### config.mk
export PLATFORM = sky130hd
export DESIGN_NAME = rwc_responder_flat
export DESIGN_NICKNAME = d
export VERILOG_FILES = /design/src/rtl/rwc_responder_if.sv /design/src/rtl/rwc_responder.sv /design/src/flat_wrapper.sv
export SDC_FILE = /design/constraint.sdc
export NUM_CORES = 1
export LEC_CHECK = 0
export ABC_AREA = 0
export CAP_MARGIN = 20
export CORE_MARGIN = 4
export CORE_UTILIZATION = 49
export DETAILED_ROUTE_END_ITERATION = 16
export PLACE_DENSITY = 0.86
export SYNTH_ARGS = -nofsm -noshare
export SYNTH_HDL_FRONTEND = slang
export SYNTH_SLANG_ARGS = --single-unit
### constraint.sdc
create_clock -name clk_i -period 4.82 [get_ports clk_i]
set_clock_uncertainty 0.1 [all_clocks]
set_input_delay 0.964 -clock clk_i [delete_from_list [all_inputs] [get_ports clk_i]]
set_output_delay 0.964 -clock clk_i [all_outputs]
set_load 0.01 [all_outputs]
### src/rtl/rwc_responder_if.sv
// rwc_responder_if: groups the controller handshake and the BRAM port signals of the RWC responder.
// Latency: none, wiring only.
// Backpressure: none. The level handshake on gen_enable/available is carried unchanged.
//
// Port summary (responder view, slave modport):
//   in : gen_enable, cha_data[DATA_WIDTH], cha_addr[32], bram_doutb[DATA_WIDTH]
//   out: available, rsp_write[DATA_WIDTH], rsp_clean[DATA_WIDTH],
//        bram_ena, bram_wea, bram_addra[ADDR_WIDTH], bram_dina[DATA_WIDTH],
//        bram_enb, bram_addrb[ADDR_WIDTH]
// The master modport is the environment: the top-level controller plus the BRAM primitive.
interface rwc_responder_if #(
    parameter int DATA_WIDTH = 32,
    parameter int ADDR_WIDTH = 10
);
    // controller side
    logic                  gen_enable;
    logic [DATA_WIDTH-1:0] cha_data;
    logic [31:0]           cha_addr;
    logic                  available;
    logic [DATA_WIDTH-1:0] rsp_write;
    logic [DATA_WIDTH-1:0] rsp_clean;

    // BRAM side
    logic                  bram_ena;
    logic                  bram_wea;
    logic [ADDR_WIDTH-1:0] bram_addra;
    logic [DATA_WIDTH-1:0] bram_dina;
    logic                  bram_enb;
    logic [ADDR_WIDTH-1:0] bram_addrb;
    logic [DATA_WIDTH-1:0] bram_doutb;

    modport slave (
        input  gen_enable,
        input  cha_data,
        input  cha_addr,
        output available,
        output rsp_write,
        output rsp_clean,
        output bram_ena,
        output bram_wea,
        output bram_addra,
        output bram_dina,
        output bram_enb,
        output bram_addrb,
        input  bram_doutb
    );

    modport master (
        output gen_enable,
        output cha_data,
        output cha_addr,
        input  available,
        input  rsp_write,
        input  rsp_clean,
        input  bram_ena,
        input  bram_wea,
        input  bram_addra,
        input  bram_dina,
        input  bram_enb,
        input  bram_addrb,
        output bram_doutb
    );
endinterface

### src/rtl/rwc_responder.sv
// rwc_responder: runs one read-write-collision sequence on a true-dual-port BRAM per gen_enable rising edge.
// Latency: available rises 3+SETTLE_CYCLES+2*READ_LATENCY cycles after the start edge (11 with defaults).
// Backpressure: none toward the BRAM. Results are held in DONE until gen_enable drops (level handshake).
//
// Ports:
//   clk_i   - single clock for the FSM and both BRAM ports
//   rst_i   - synchronous reset, active-high. Aborts any run on the same edge.
//   bus_io  - rwc_responder_if.slave: challenge in, responses out, BRAM port A/B drive, port-B read data in
//
// Sequence: PRECLEAR writes ~data to addr, SETTLE idles, COLLIDE writes data on A while reading the
// same addr on B, WAIT_W captures that read, CLEAN_RD re-reads with A idle, and WAIT_C captures it.
// Every output is a flop. Next-state values are decoded from the *next* FSM state, so the BRAM
// strobes are asserted during exactly the cycle the FSM spends in the matching state.
module rwc_responder #(
    parameter int DATA_WIDTH    = 32,
    parameter int ADDR_WIDTH    = 10,
    parameter int SETTLE_CYCLES = 4,
    parameter int READ_LATENCY  = 2
) (
    input  logic             clk_i,
    input  logic             rst_i,
    rwc_responder_if.slave   bus_io
);

    // One down-counter serves SETTLE, WAIT_W and WAIT_C, so it is sized for the longer delay.
    localparam int CNT_MAX = (SETTLE_CYCLES > READ_LATENCY) ? SETTLE_CYCLES : READ_LATENCY;
    localparam int CNT_W   = (CNT_MAX < 2) ? 1 : $clog2(CNT_MAX + 1);
    localparam logic [CNT_W-1:0] SETTLE_LOAD = CNT_W'(SETTLE_CYCLES - 1);
    localparam logic [CNT_W-1:0] READ_LOAD   = CNT_W'(READ_LATENCY - 1);

    typedef enum logic [2:0] {
        IDLE,
        PRECLEAR,
        SETTLE,
        COLLIDE,
        WAIT_W,
        CLEAN_RD,
        WAIT_C,
        DONE
    } state_t;

    typedef struct packed {
        logic                  ena;
        logic                  wea;
        logic [ADDR_WIDTH-1:0] addr;
        logic [DATA_WIDTH-1:0] din;
    } porta_t;

    typedef struct packed {
        logic                  enb;
        logic [ADDR_WIDTH-1:0] addr;
    } portb_t;

    state_t                state_q, state_d;
    logic [CNT_W-1:0]      cnt_q, cnt_d;
    logic                  gen_en_q;
    logic [DATA_WIDTH-1:0] data_q, data_d;
    logic [ADDR_WIDTH-1:0] addr_q, addr_d;
    logic [DATA_WIDTH-1:0] rsp_write_q, rsp_write_d;
    logic [DATA_WIDTH-1:0] rsp_clean_q, rsp_clean_d;
    logic                  available_q, available_d;
    porta_t                porta_q, porta_d;
    portb_t                portb_q, portb_d;
    logic                  start;

    // Address bits above ADDR_WIDTH are ignored by design.
    logic                  addr_hi_unused;
    assign addr_hi_unused = ^bus_io.cha_addr[31:ADDR_WIDTH];

    // A run starts only on a low-to-high transition seen while idle. A level held high
    // through DONE->IDLE cannot retrigger, because gen_en_q is then 1.
    assign start = (state_q == IDLE) && bus_io.gen_enable && !gen_en_q;

    always_comb begin
        state_d     = state_q;
        cnt_d       = cnt_q;
        data_d      = data_q;
        addr_d      = addr_q;
        rsp_write_d = rsp_write_q;
        rsp_clean_d = rsp_clean_q;

        case (state_q)
            IDLE: begin
                if (start) begin
                    state_d     = PRECLEAR;
                    data_d      = bus_io.cha_data;
                    addr_d      = bus_io.cha_addr[ADDR_WIDTH-1:0];
                    rsp_write_d = '0;
                    rsp_clean_d = '0;
                end
            end
            PRECLEAR: begin
                state_d = SETTLE;
                cnt_d   = SETTLE_LOAD;
            end
            SETTLE: begin
                if (cnt_q == '0) begin
                    state_d = COLLIDE;
                end else begin
                    cnt_d = cnt_q - 1'b1;
                end
            end
            COLLIDE: begin
                state_d = WAIT_W;
                cnt_d   = READ_LOAD;
            end
            WAIT_W: begin
                // The collision read emerges on doutb during the last wait cycle.
                if (cnt_q == '0) begin
                    rsp_write_d = bus_io.bram_doutb;
                    state_d     = CLEAN_RD;
                end else begin
                    cnt_d = cnt_q - 1'b1;
                end
            end
            CLEAN_RD: begin
                state_d = WAIT_C;
                cnt_d   = READ_LOAD;
            end
            WAIT_C: begin
                if (cnt_q == '0) begin
                    rsp_clean_d = bus_io.bram_doutb;
                    state_d     = DONE;
                end else begin
                    cnt_d = cnt_q - 1'b1;
                end
            end
            DONE: begin
                if (!bus_io.gen_enable) begin
                    state_d = IDLE;
                end
            end
            default: begin
                state_d = IDLE;
            end
        endcase
    end

    // BRAM strobes and the handshake are decoded from state_d and then registered. Port A and
    // port B in COLLIDE therefore come from the same flop edge, with no skew between the enables.
    always_comb begin
        porta_d     = porta_q;
        portb_d     = portb_q;
        porta_d.ena = 1'b0;
        porta_d.wea = 1'b0;
        portb_d.enb = 1'b0;
        available_d = (state_d == DONE);

        case (state_d)
            PRECLEAR: begin
                // Use the freshly latched values. The _q copies are not loaded until this edge.
                porta_d.ena  = 1'b1;
                porta_d.wea  = 1'b1;
                porta_d.addr = addr_d;
                porta_d.din  = ~data_d;
            end
            COLLIDE: begin
                porta_d.ena  = 1'b1;
                porta_d.wea  = 1'b1;
                porta_d.addr = addr_q;
                porta_d.din  = data_q;
                portb_d.enb  = 1'b1;
                portb_d.addr = addr_q;
            end
            CLEAN_RD: begin
                portb_d.enb  = 1'b1;
                portb_d.addr = addr_q;
            end
            default: begin
            end
        endcase
    end

    always_ff @(posedge clk_i) begin
        if (rst_i) begin
            state_q     <= IDLE;
            cnt_q       <= '0;
            gen_en_q    <= 1'b0;
            data_q      <= '0;
            addr_q      <= '0;
            rsp_write_q <= '0;
            rsp_clean_q <= '0;
            available_q <= 1'b0;
            porta_q     <= '0;
            portb_q     <= '0;
        end else begin
            state_q     <= state_d;
            cnt_q       <= cnt_d;
            gen_en_q    <= bus_io.gen_enable;
            data_q      <= data_d;
            addr_q      <= addr_d;
            rsp_write_q <= rsp_write_d;
            rsp_clean_q <= rsp_clean_d;
            available_q <= available_d;
            porta_q     <= porta_d;
            portb_q     <= portb_d;
        end
    end

    assign bus_io.available  = available_q;
    assign bus_io.rsp_write  = rsp_write_q;
    assign bus_io.rsp_clean  = rsp_clean_q;
    assign bus_io.bram_ena   = porta_q.ena;
    assign bus_io.bram_wea   = porta_q.wea;
    assign bus_io.bram_addra = porta_q.addr;
    assign bus_io.bram_dina  = porta_q.din;
    assign bus_io.bram_enb   = portb_q.enb;
    assign bus_io.bram_addrb = portb_q.addr;

endmodule

### src/flat_wrapper.sv
// flat-port wrapper written by rule: the top's interface ports become plain ports
module rwc_responder_flat 
#(
    parameter int DATA_WIDTH    = 32,
    parameter int ADDR_WIDTH    = 10,
    parameter int SETTLE_CYCLES = 4,
    parameter int READ_LATENCY  = 2
)
  (clk_i, rst_i, bus_io_gen_enable, bus_io_cha_data, bus_io_cha_addr, bus_io_available, bus_io_rsp_write, bus_io_rsp_clean, bus_io_bram_ena, bus_io_bram_wea, bus_io_bram_addra, bus_io_bram_dina, bus_io_bram_enb, bus_io_bram_addrb, bus_io_bram_doutb);
  rwc_responder_if #(.DATA_WIDTH(DATA_WIDTH), .ADDR_WIDTH(ADDR_WIDTH)) bus_io_i ();
  input  logic clk_i;
  input  logic rst_i;
  input wire logic [$bits(bus_io_i.gen_enable)-1:0] bus_io_gen_enable;
  input wire logic [$bits(bus_io_i.cha_data)-1:0] bus_io_cha_data;
  input wire logic [$bits(bus_io_i.cha_addr)-1:0] bus_io_cha_addr;
  output wire logic [$bits(bus_io_i.available)-1:0] bus_io_available;
  output wire logic [$bits(bus_io_i.rsp_write)-1:0] bus_io_rsp_write;
  output wire logic [$bits(bus_io_i.rsp_clean)-1:0] bus_io_rsp_clean;
  output wire logic [$bits(bus_io_i.bram_ena)-1:0] bus_io_bram_ena;
  output wire logic [$bits(bus_io_i.bram_wea)-1:0] bus_io_bram_wea;
  output wire logic [$bits(bus_io_i.bram_addra)-1:0] bus_io_bram_addra;
  output wire logic [$bits(bus_io_i.bram_dina)-1:0] bus_io_bram_dina;
  output wire logic [$bits(bus_io_i.bram_enb)-1:0] bus_io_bram_enb;
  output wire logic [$bits(bus_io_i.bram_addrb)-1:0] bus_io_bram_addrb;
  input wire logic [$bits(bus_io_i.bram_doutb)-1:0] bus_io_bram_doutb;
  assign bus_io_i.gen_enable = bus_io_gen_enable;
  assign bus_io_i.cha_data = bus_io_cha_data;
  assign bus_io_i.cha_addr = bus_io_cha_addr;
  assign bus_io_available = bus_io_i.available;
  assign bus_io_rsp_write = bus_io_i.rsp_write;
  assign bus_io_rsp_clean = bus_io_i.rsp_clean;
  assign bus_io_bram_ena = bus_io_i.bram_ena;
  assign bus_io_bram_wea = bus_io_i.bram_wea;
  assign bus_io_bram_addra = bus_io_i.bram_addra;
  assign bus_io_bram_dina = bus_io_i.bram_dina;
  assign bus_io_bram_enb = bus_io_i.bram_enb;
  assign bus_io_bram_addrb = bus_io_i.bram_addrb;
  assign bus_io_i.bram_doutb = bus_io_bram_doutb;
  rwc_responder #(.DATA_WIDTH(DATA_WIDTH), .ADDR_WIDTH(ADDR_WIDTH), .SETTLE_CYCLES(SETTLE_CYCLES), .READ_LATENCY(READ_LATENCY)) u_core (.clk_i(clk_i), .rst_i(rst_i), .bus_io(bus_io_i));
endmodule
Yosys cells after proc, flatten, opt, wreduce, memory -nomap -nowiden. Index checks and enable logic that the tools add are counted.

Register bits: 169. Word-level logic and storage cells: 64.

$add $sub $neg: 1. Equality and inequality tests: 15. Mux-type cells: 18. Bitwise operators: 1. Reductions and logical operators: 15.

Operator list (number): 32-bit 2-to-1 mux (4); 32-bit one-hot mux with 2 select lines (2); 44-bit one-hot mux with 2 select lines (1); 32-bit NOT (1); 3-bit one-hot mux with 8 select lines (1); 10-bit 2-to-1 mux (2); 3-bit equality test (second input constant) (6); 3-bit 2-to-1 mux (6); 11-bit 2-to-1 mux (1); 3-bit by 2-bit equality test with 1-bit output (second input constant) (3); 3-bit one-hot mux with 3 select lines (1); 3-bit by 1-bit equality test with 1-bit output (second input constant) (2); 3-bit logical NOT (2); 2-bit by 1-bit != test with 1-bit output (second input constant) (3); 3-bit AND reduction (2); 2-bit nonzero test (3); 2-bit OR reduction (2); 3-bit nonzero test (1); 3-bit OR reduction (1); 3-bit by 1-bit subtractor with 3-bit output (second input constant) (1); 1-bit logical AND (2); 2-bit != test (second input constant) (1); 2-bit AND reduction (1); 1-bit logical NOT (1).

Longest topological paths before layout.
Depth after elaboration: 8. Mapped depth: 8. Depth with buffers taken out: 6.

Least setup slack after synthesis. OpenSTA, ideal clock, no wires.

Path kind: input to register. From: input port rst_i. To: register u_core.porta_q (netlist bit u_core.bus_io.bram_dina[0]). Arrival time: 1.964 ns. Data required time: 4.598 ns. Setup slack: 2.634 ns. Stages on the path: 6. Path buffers: 3. Cells stage by stage: buf_2 > inv_2 > and2_1 > buf_2 > buf_6 > a221o_1.

RTL lines: from (decl) (RTL line flat_wrapper.sv:12) `input logic rst_i;`; to (signal assigned) (RTL line rwc_responder.sv:195) `porta_q <= porta_d;`; to (decl) (RTL line rwc_responder.sv:62) `porta_t porta_q, porta_d;`.

Worst setup path in the final report.
From: input port bus_io_gen_enable. To: register u_core.data_q[8].

Longest elaborated chain between the ends: 4.

Ends and longest elaborated chain: from (decl) (RTL line flat_wrapper.sv:13) `input wire logic [$bits(bus_io_i.gen_enable)-1:0] bus_io_gen_enable;`; 1-bit logical AND (2 in a row) (RTL line rwc_responder.sv:72) `assign start = (state_q == IDLE) && bus_io.gen_enable && !gen_en_q;`; 32-bit 2-to-1 mux (RTL line rwc_responder.sv:84) `if (start) begin`; 32-bit 2-to-1 mux (RTL line rwc_responder.sv:82) `case (state_q)`; to (signal assigned) (RTL line rwc_responder.sv:190) `data_q <= data_d;`; to (decl) (RTL line rwc_responder.sv:57) `logic [DATA_WIDTH-1:0] data_q, data_d;`.

No other way between the ends. A chain may end at the register's enable or synchronous reset.

==> flow_summary.yaml <==
clocking:
  worstSkewPairLatency_ps: 420
  cts_tree: "yes"
  cts.sinks: 168
  cts-resized-gates: 0
  cts_max_level: 4
  cts_made_buffers: 17
  cts_root_buffer: "clkbuf_16"
  postCtsSetupRepairBufs: 0
  hold_buffers: 0
  path_clk_slew_ps: 60
  cts_buffer_depth: 2
routing:
  first_iter_violations: 449
  ant_nets: 0
  routed_wirelength_mm: 17.1
  vias: 5700
  wl_per_cell_microns: 16.0
  first_pass_iters: 5
  vias_per_cell: 5.33
  drc_errors: 0
synthesis:
  synth.area.top_cells: "dfxtp_1, nand2_1, a221o_1"
  synth-seq-cells: 168
  syn_avg_cell_area_sq_um: 8.81
  yosys_warnings: 0
  yosysTopAreaCellShare: 0.531
  yosysUniqueCellTypes: 42
  async_flop_share: 0
  postSynthCellCount: 719
  yosysTopAreaCell: "dfxtp_1"
  synth_seq_area_share: 0.531
  synth_area_sq_um: 6330
  synth-edff-count: 0
  synthFlopType: "dfxtp_1"
  synth_nets: 820
timing:
  post-route-period-util: 0.595
  setup_tns_ps: 0
  setup_viol: 0
  fmax_mhz: 348
  drv_slew: 0
  slew_headroom: 0.376
  layout_min_cycle_time_ps: 2870
  rsz0062_at_grt: "no"
  tightest_slew_ps: 934
  finalHoldViolations: 0
floorplanning:
  die_area_sq_um: 14800
  ios: 219
  core_sq_um: 12600
  start_util: 0.502
  placementRows: 41
  die_w_microns: 122
  dieHeight_microns: 122
global_route:
  antenna_found_initial: 0
  grt_usage: 0.229
  grt_max_degree: 66
  grt_pass1_wl_mm: 26.9
  grt_pass1_vias: 5399
  gr-total-overflow: 0
critical_path:
  crit_type: "in2reg"
  crit_path_end_kind: "flop"
  worst-path-max-fanout: 24
  cp.arrival_ps: 3040
  worstSetupStartpointType: "input pin"
  cp_data_required_time_ps: 4990
place:
  io_buffer_count: 196
  place_area_sq_um: 8260
  dp_cells: 1038
  dp_hpwl_mm: 11.2
  gp_congestion: 0.776
status:
  status: "finished, final reports clean"
final_layout:
  stdcell_area_sq_um: 8850
  syn2layout_area_growth_pct: 39.8
  diodes: 0
  fin_nets: 986
  final_cells: 1070
  postLayoutCoreUtil: 0.701
  drive_gt1_frac: 0.0590
hold_path:
  hp-class: "reg2reg"
pwr:
  power_w: 0.00368
  leakage_nw: 3.20
  power.density_nw_per_um2: 415
  peakVddDrop_uv: 319
job:
  maxCapViolCount: 0
critical path, cell delays in order:
cell and delay [ps]:
clkdlybuf4s50_1 620, nor2b_1 240, nand2_1 570, buf_4 460, nand2_1 100, a21oi_1 70
path summary, 6_finish.rpt:
| path | slack [ps] | depth (start not counted) | to | from |
|---|---|---|---|---|
| worst max-delay path | 1950 | 6 | u_core.data_q[8]$_SDFF_PP0_ | bus_io_gen_enable |
| worst max register to register | 2200 | 5 | u_core.data_q[8]$_SDFF_PP0_ | u_core.state_q[0]$_SDFF_PP0_ |
| worst min-delay path | 350 | 2 | u_core.bus_io.rsp_clean[9]$_SDFFE_PP0P_ | u_core.bus_io.rsp_clean[9]$_SDFFE_PP0P_ |
| worst min register to register | 350 | 2 | u_core.bus_io.rsp_clean[9]$_SDFFE_PP0P_ | u_core.bus_io.rsp_clean[9]$_SDFFE_PP0P_ |
per-stage QoR:
step	setup slack (ps)	hold slack [ps]
after floorplan	2630	332
final	1950	347
after CTS	1990	349
after global routing	1870	370
after detailed placement	1540	341
after global placement	1540	336
sequential cells by signal, summed over array words and instances, names as in the netlist:
name,count
u_core.cnt_q,3
u_core.state_q,3
u_core.addr_q,10
u_core.bus_io.bram_enb,1
u_core.bus_io.rsp_clean,32
u_core.bus_io.bram_wea,1
u_core.bus_io.rsp_write,32
u_core.bus_io.bram_addra,10
u_core.gen_en_q,1
u_core.bus_io.bram_addrb,10
u_core.data_q,32
u_core.bus_io.bram_dina,32
u_core.bus_io.available,1
power by group:
part | total, W | internal [W] | switching, W
registers | 0.00160 | 0.00151 | 0.0000969
logic | 0.000725 | 0.000324 | 0.000400
clock network | 0.00135 | 0.000805 | 0.000544
synthesized netlist by cell type, types with 4 or more instances:
cell type / number
nand3_1: 67
a21oi_1: 48
o21ai_1: 17
buf_2: 16
nor2b_1: 4
o21ai_0: 53
inv_1: 4
nor2_1: 47
clkbuf_1: 26
a221o_1: 40
mux2i_1: 10
nor3_1: 5
nand2_1: 154
and2_1: 11
buf_6: 12
dfxtp_1: 168
layer usage:
layer	vias up	share of wire	GRT usage
met1	2666	0.41	0.268
met4	0	0.011	0.0686
met3	15	0.11	0.116
met5	-	0	0
met2	208	0.47	0.368
li1	2811	-	-
layout by cell type (no fill, tap or decap), types with 2 or more instances in the layout:
cell / Yosys / final
xnor2_1: 2 / 2
o21ai_0: 53 / 53
clkbuf_16: 0 / 17
nand2b_1: 3 / 3
ha_1: 2 / 2
and2_1: 11 / 11
bufinv_16: 0 / 2
a221o_1: 40 / 40
nor3_1: 5 / 4
inv_1: 4 / 4
and3b_1: 2 / 2
buf_4: 3 / 11
clkinv_4: 0 / 2
o21ai_1: 17 / 17
mux2i_1: 10 / 10
clkinv_2: 0 / 2
nand3_1: 67 / 67
clkbuf_1: 26 / 2
dfxtp_1: 168 / 168
nor2b_1: 4 / 4
nor3b_1: 2 / 2
nand2_1: 154 / 154
clkdlybuf4s50_1: 0 / 195
o221ai_1: 2 / 2
nor2_1: 47 / 47
a21oi_1: 48 / 48
clkbuf_8: 0 / 3
clkinvlp_4: 0 / 3
logic make-up after synthesis:
group / synth area share
flops: 0.531
fa+ha+maj: 0.00395
simple gates: 0.216
mux: 0.0158
compound gates: 0.172
xor+xnor: 0.00277
buf+inv: 0.0583
final cells by class:
class                           instances  area [sq um]
Fill cell                             961          3770
Multi-Input combinational cell        486          2620
Sequential cell                       168          3360
Timing Repair Buffer                  207          2040
Tap cell                              172           215
Clock buffer                           22           474
Clock inverter                         10           119
Inverter                                5          18.8
Power figures use the tool's default switching activity.
